### config.mk
export PLATFORM = sky130hd
export DESIGN_NAME = id_stage
export DESIGN_NICKNAME = d
export VERILOG_FILES = /design/src/rtl/id_stage.sv
export SDC_FILE = /design/constraint.sdc
export NUM_CORES = 2
export LEC_CHECK = 0
export CELL_PAD_IN_SITES_DETAIL_PLACEMENT = 1
export CELL_PAD_IN_SITES_GLOBAL_PLACEMENT = 2
export CORE_UTILIZATION = 40
export CTS_CLUSTER_DIAMETER = 50
export CTS_CLUSTER_SIZE = 28
export DETAILED_ROUTE_END_ITERATION = 10
export MAX_ROUTING_LAYER = met4
export PLACE_DENSITY_LB_ADDON = 0.1
export RECOVER_POWER = 50
export SYNTH_ARGS = -nofsm -noshare
export SYNTH_HDL_FRONTEND = slang
export SYNTH_SLANG_ARGS = --single-unit
### constraint.sdc
create_clock -name clk -period 40.9 [get_ports clk]
set_clock_uncertainty 0.1 [all_clocks]
set_input_delay 6.135 -clock clk [delete_from_list [all_inputs] [get_ports clk]]
set_output_delay 6.135 -clock clk [all_outputs]
set_load 0.005 [all_outputs]
### src/rtl/id_stage.sv
// Instruction-decode stage: register file, field decode, load-use hazard
// detection and the registered ID/EX bundle. Define REGFILE_BYPASS_EN for write-through reads.
module id_stage #(
  parameter logic [31:0] RESET_PC = 32'h0000_0000,
  parameter int unsigned NUM_REGS = 32
) (
  input  logic        clk,
  input  logic        rst,
  input  logic        stall,
  input  logic        flush,
  input  logic [31:0] pc_in,
  input  logic [31:0] instruction_in,
  input  logic        wb_en,
  input  logic [4:0]  wb_addr,
  input  logic [31:0] wb_data,
  output logic        hazard_stall,
  output logic [31:0] pc_out,
  output logic [31:0] rs_data_out,
  output logic [31:0] rt_data_out,
  output logic [31:0] imm_out,
  output logic [4:0]  shamt_out,
  output logic [4:0]  rs_out,
  output logic [4:0]  rt_out,
  output logic [4:0]  dest_out,
  output logic [3:0]  alu_op_out,
  output logic        reg_write_out,
  output logic        mem_read_out,
  output logic        mem_write_out,
  output logic        mem_to_reg_out,
  output logic        alu_src_out,
  output logic        branch_out,
  output logic        branch_ne_out,
  output logic        jump_out,
  output logic        jump_reg_out,
  output logic        link_out,
  output logic        illegal_out
);

  typedef enum logic [3:0] {
    ALU_ADD = 4'd0, ALU_SUB = 4'd1, ALU_AND = 4'd2, ALU_OR = 4'd3,
    ALU_XOR = 4'd4, ALU_NOR = 4'd5, ALU_SLT = 4'd6, ALU_SLTU = 4'd7,
    ALU_SLL = 4'd8, ALU_SRL = 4'd9, ALU_SRA = 4'd10, ALU_LUI = 4'd11
  } alu_op_e;

  typedef enum logic [5:0] {
    OP_RTYPE = 6'h00, OP_J    = 6'h02, OP_JAL   = 6'h03, OP_BEQ  = 6'h04,
    OP_BNE   = 6'h05, OP_ADDI = 6'h08, OP_ADDIU = 6'h09, OP_SLTI = 6'h0A,
    OP_SLTIU = 6'h0B, OP_ANDI = 6'h0C, OP_ORI   = 6'h0D, OP_XORI = 6'h0E,
    OP_LUI   = 6'h0F, OP_LW   = 6'h23, OP_SW    = 6'h2B
  } opcode_e;

  typedef struct packed {
    logic [31:0] pc;
    logic [31:0] rs_data;
    logic [31:0] rt_data;
    logic [31:0] imm;
    logic [4:0]  shamt;
    logic [4:0]  rs;
    logic [4:0]  rt;
    logic [4:0]  dest;
    logic [3:0]  alu_op;
    logic        reg_write;
    logic        mem_read;
    logic        mem_write;
    logic        mem_to_reg;
    logic        alu_src;
    logic        branch;
    logic        branch_ne;
    logic        jump;
    logic        jump_reg;
    logic        link;
    logic        illegal;
  } idex_t;

  // pc is the most-significant field, so the bubble is RESET_PC over zeros
  localparam idex_t BUBBLE = idex_t'({RESET_PC, {($bits(idex_t) - 32){1'b0}}});

  logic [31:0] regs [NUM_REGS];
  logic [5:0]  op;
  logic [4:0]  rs, rt, rd;
  logic [5:0]  funct;
  logic [31:0] imm_sext, imm_zext;
  logic [31:0] rs_data, rt_data;
  idex_t       dec;
  idex_t       q;

  assign op       = instruction_in[31:26];
  assign rs       = instruction_in[25:21];
  assign rt       = instruction_in[20:16];
  assign rd       = instruction_in[15:11];
  assign funct    = instruction_in[5:0];
  assign imm_sext = {{16{instruction_in[15]}}, instruction_in[15:0]};
  assign imm_zext = {16'h0000, instruction_in[15:0]};

  always_ff @(posedge clk or posedge rst) begin
    if (rst) begin
      regs <= '{default: '0};
    end else if (wb_en && (wb_addr != '0)) begin
      regs[wb_addr] <= wb_data;
    end
  end

  always_comb begin
    rs_data = (rs == '0) ? '0 : regs[rs];
    rt_data = (rt == '0) ? '0 : regs[rt];
`ifdef REGFILE_BYPASS_EN
    if (wb_en && (wb_addr != '0) && (wb_addr == rs)) rs_data = wb_data;
    if (wb_en && (wb_addr != '0) && (wb_addr == rt)) rt_data = wb_data;
`endif
  end

  always_comb begin
    dec         = '0;
    dec.pc      = pc_in;
    dec.rs_data = rs_data;
    dec.rt_data = rt_data;
    dec.imm     = imm_sext;
    dec.shamt   = instruction_in[10:6];
    dec.rs      = rs;
    dec.rt      = rt;
    dec.alu_op  = ALU_ADD;
    case (op)
      OP_RTYPE: begin
        dec.reg_write = 1'b1;
        dec.dest      = rd;
        case (funct)
          6'h20, 6'h21: dec.alu_op = ALU_ADD;
          6'h22, 6'h23: dec.alu_op = ALU_SUB;
          6'h24: dec.alu_op = ALU_AND;
          6'h25: dec.alu_op = ALU_OR;
          6'h26: dec.alu_op = ALU_XOR;
          6'h27: dec.alu_op = ALU_NOR;
          6'h2A: dec.alu_op = ALU_SLT;
          6'h2B: dec.alu_op = ALU_SLTU;
          6'h00: dec.alu_op = ALU_SLL;
          6'h02: dec.alu_op = ALU_SRL;
          6'h03: dec.alu_op = ALU_SRA;
          6'h08: begin
            dec.reg_write = 1'b0;
            dec.dest      = '0;
            dec.jump_reg  = 1'b1;
          end
          default: begin
            dec.reg_write = 1'b0;
            dec.dest      = '0;
            dec.illegal   = 1'b1;
          end
        endcase
      end
      OP_ADDI, OP_ADDIU, OP_ANDI, OP_ORI, OP_XORI, OP_SLTI, OP_SLTIU, OP_LUI, OP_LW: begin
        dec.alu_src   = 1'b1;
        dec.reg_write = 1'b1;
        dec.dest      = rt;
        case (op)
          OP_ANDI:  begin dec.alu_op = ALU_AND;  dec.imm = imm_zext; end
          OP_ORI:   begin dec.alu_op = ALU_OR;   dec.imm = imm_zext; end
          OP_XORI:  begin dec.alu_op = ALU_XOR;  dec.imm = imm_zext; end
          OP_SLTI:  dec.alu_op = ALU_SLT;
          OP_SLTIU: dec.alu_op = ALU_SLTU;
          OP_LUI:   begin dec.alu_op = ALU_LUI;  dec.imm = {instruction_in[15:0], 16'h0000}; end
          OP_LW:    begin dec.mem_read = 1'b1;   dec.mem_to_reg = 1'b1; end
          default:  dec.alu_op = ALU_ADD;
        endcase
      end
      OP_SW: begin
        dec.alu_src   = 1'b1;
        dec.mem_write = 1'b1;
      end
      OP_BEQ: begin
        dec.branch = 1'b1;
        dec.alu_op = ALU_SUB;
      end
      OP_BNE: begin
        dec.branch    = 1'b1;
        dec.branch_ne = 1'b1;
        dec.alu_op    = ALU_SUB;
      end
      OP_J, OP_JAL: begin
        dec.jump = 1'b1;
        dec.imm  = {pc_in[31:28], instruction_in[25:0], 2'b00};
        if (op == OP_JAL) begin
          dec.link      = 1'b1;
          dec.reg_write = 1'b1;
          dec.dest      = 5'd31;
        end
      end
      default: dec.illegal = 1'b1;
    endcase
  end

  assign hazard_stall = q.mem_read && (q.dest != '0) &&
                        ((q.dest == rs) || (q.dest == rt)) && !stall && !flush;

  always_ff @(posedge clk or posedge rst) begin
    if (rst)               q <= BUBBLE;
    else if (flush)        q <= BUBBLE;
    else if (stall)        q <= q;
    else if (hazard_stall) q <= BUBBLE;
    else                   q <= dec;
  end

  assign pc_out         = q.pc;
  assign rs_data_out    = q.rs_data;
  assign rt_data_out    = q.rt_data;
  assign imm_out        = q.imm;
  assign shamt_out      = q.shamt;
  assign rs_out         = q.rs;
  assign rt_out         = q.rt;
  assign dest_out       = q.dest;
  assign alu_op_out     = q.alu_op;
  assign reg_write_out  = q.reg_write;
  assign mem_read_out   = q.mem_read;
  assign mem_write_out  = q.mem_write;
  assign mem_to_reg_out = q.mem_to_reg;
  assign alu_src_out    = q.alu_src;
  assign branch_out     = q.branch;
  assign branch_ne_out  = q.branch_ne;
  assign jump_out       = q.jump;
  assign jump_reg_out   = q.jump_reg;
  assign link_out       = q.link;
  assign illegal_out    = q.illegal;

endmodule

==> impl_results.md <==
- Synth Warn #: 0
- Area Growth Syn to Fin: 15.2%
- Die Wd: 392 µm
- Seq/Total Area, Yosys: 0.487
- Vias: 42100
- Commonest cells after routing, fill and taps aside: dfrtp_1, mux2_2, mux2i_1
- Worst Path Required: 41540 ps
- Most common cell after layout, fill and taps aside: dfrtp_1
- Share of cells above drive strength 1: 0.354
- DIE HEIGHT: 392 µm
- Power Dens Cells: 50.6 nW/µm²
- Clock root buffer: clkbuf_16
- Lkg Pwr: 30.9 nW
- IO Pins: 270
- Sequential power share: 0.431
- Mux cell area share after synthesis: 0.353
- CTS Buf Count: 150
- Critical Path Slowest Stage Cell: clkinvlp_2
- Number of synthesized register bits: 1186
- Sw Ratio: 0.281
- Area of the die: 154000 µm²
- Min-delay src: regs[1011]$_DFFE_PP0P_
- Async SR Flop Fraction: 1.00
- Int Pwr: 2.55 mW
- Fillers: 14900
- GRT Total Usage: 0.307
- Largest family of logic cells by synthesized area: multiplexers
- Critical Path Fanout Max: 123
- Post-detailed-route DRC marker count: 0
- Post-Synth Adder-Cell Area: 0
- Hold_ws: 296 ps
- Clock Path Buffers: 3
- MaxCap Viol Count: 33
- Failing checks: capacitance limit, slew limit
- Hold crit path type: register to register
- Starting Density: 0.405
- Post_cts resized: 0
- Post-synth top flop: dfrtp_1
- Synth Area in Simple Gates: 0.0316
- H-tree Lvls: 4
- Post-Synthesis Cells: 4579
- Routed Wire Length: 228 mm
- Crit path time final: 14990 ps
- Worst r2r src: dest_out[0]$_DFFE_PP0P_
- RSZ-0062 raised after global routing: no
- Final Power: 3.55 mW
- Crit Path Category: primary input to async pin
- Hold Path End: regs[1011]$_DFFE_PP0P_
- DPL Wire Length: 124 mm
- IO buf count: 269
- R2r endpoint: rs_data_out[15]$_DFFE_PP0P_
- # Post-CTS Setup Buffers: 0
- Routed Antenna Nets: 0
- Mean Syn Cell Area: 13.3 µm²
- Reg2Reg Depth: 8
- Clock transition at path regs: 60 ps
- Routed wire length per instance: 33.9 µm
- CTS sink count: 1186
- GPL Wtd Cong: 0.784
- Slowest cell delay on critical path: 3240 ps
- Origin of the worst setup path: rst
- Final nets: 4706
- R2r setup slk: 35080 ps
- Iter 0 DRT Violations: 3259
- Final Max Slew Viols: 1044
- Clock latency on the worst-skew pair: 780 ps
- Aggregate global routing overflow: 0
- Hold-fix buffers, CTS: 0
- Combinational share of power: 0.169
- CTS tree: done
- Worst path arrival time: 15630 ps
- Synth Area in Compound Gates: 0.0914
- F_max: 66.7 MHz
- Vias in the first global route: 43500
- Fin. Hold Viols: 0
- Setup Viol. Count Final: 0
- Synth Net Count: 4685
- Drt pass-1 iters: 5
- Hold Crit Depth: 0
- CP Cell Sequence: dlygate4sd3_1, clkinvlp_2, clkbuf_1, clkbuf_1, buf_4, buf_4
- Psw: 996 µW
- Worst vdd ir: 0.0381 mV
- Period utilization: 0.367
- Vias per cell: 6.24
- XOR/XNOR Fraction of Synth Area: 0.00158
- Initial antenna violation count: 6
- Mapped cell area: 60900 µm²
- EDFF count, synth: 0
- Crit. End Element: async pin
- Max-slew headroom: -2.91
- Global-route wire length before repair: 331 mm
- Final Util: 0.466
- Largest net degree at the start of global routing: 124
- Crit path launch type: primary input
- Synth cell types: 61
- Outcome: finished with violations
- Core Box Area: 150000 µm²
- Cell Rows: 142
- Final setup TNS: 0 ps
- Worst Tran Pin Value: 5840 ps
- Clk pwr share: 0.400
[per-stage QoR]
stage          cell area [µm²]  instances  worst slack [ps]
3_3_place_gp             65100       6464             26310
4_1_cts                  70400       6745             26400
5_1_grt                  70200       6745             24200
2_1_floorplan            60900       4579              1260
6_report                 70200       6748             25910
3_5_place_dp             65100       6464             26400
[logic make-up after synthesis]
group,count (synthesis)
compound gates,776
xor+xnor,11
buf+inv,506
flops,1186
mux,1726
simple gates,374
[metal layers]
metal | wire, µm | up-vias | GRT usage
met3 | 10900 | 339 | 0.0401
met2 | 109000 | 1111 | 0.479
li1 | - | 17400 | -
met5 | 0 | - | -
met1 | 103000 | 23200 | 0.420
met4 | 6310 | 0 | 0.0857
[flip-flops by register name, indices dropped and copies added (netlist names), 4 cells and up]
signal       flops
alu_op_out       4
dest_out         5
imm_out         32
pc_out          32
regs          1024
rs_data_out     32
rs_out           5
rt_data_out     32
rt_out           5
shamt_out        5
[Yosys cell counts, types with 3 or more instances]
cell,count,area [µm²]
dfrtp_1,1186,29700
mux2_2,1057,11900
mux2i_1,438,4380
clkbuf_1,287,1080
mux4_2,231,5200
a22oi_1,218,1640
buf_2,142,711
a22o_1,130,1140
nand2_1,116,435
o21ai_0,108,541
a211oi_1,94,706
a21oi_1,68,340
nor2b_1,68,425
buf_1,48,180
nand3_1,42,210
nor2_1,37,139
nand4_1,33,206
o211ai_1,33,248
o22ai_1,33,206
a31oi_1,32,200
nand2b_1,22,138
a221o_1,19,190
buf_4,19,143
and2_1,15,93.8
a221oi_1,14,123
xnor2_1,10,87.6
o21ai_1,9,45.0
inv_1,8,30.0
nor3_1,8,40.0
nand3b_1,6,45.0
nor3b_1,6,45.0
and3_1,5,31.3
o31ai_1,3,22.5
or3_1,3,18.8
[worst max-delay path by stage]
stage | end | cells after the start
final | regs[527]$_DFFE_PP0P_ | 6
after global routing | regs[847]$_DFFE_PP0P_ | 6
after CTS | hazard_stall | 8
after detailed placement | hazard_stall | 8
after global placement | hazard_stall | 8
after floorplan | alu_op_out[0]$_DFFE_PP0P_ | 1
[power groups by stage]
stage          Clock (mW)  Sequential, mW  Combinational (mW)
6_report             1.42            1.53               0.600
3_5_place_dp            0            1.55               0.606
4_1_cts              1.44            1.53               0.609
2_1_floorplan           0            1.50               0.449
5_1_grt              1.49            1.56               0.647
3_3_place_gp            0            1.54               0.593
[critical path, delay by kind of cell]
kind	cells	cell delay, ps
buffers and inverters	6	9300
[cell type report]
cell class	count	area, µm²	area share
Sequential cell	1186	29700	0.423
Multi-Input combinational cell	2887	29200	0.416
Clock buffer	184	4110	0.0585
Timing Repair Buffer	367	3410	0.0486
Tap cell	2016	2520	0.0360
Clock inverter	97	1180	0.0168
Inverter	8	31.3	0.000446
Antenna cell	3	7.51	0.000107
Power figures use the tool's default switching activity.
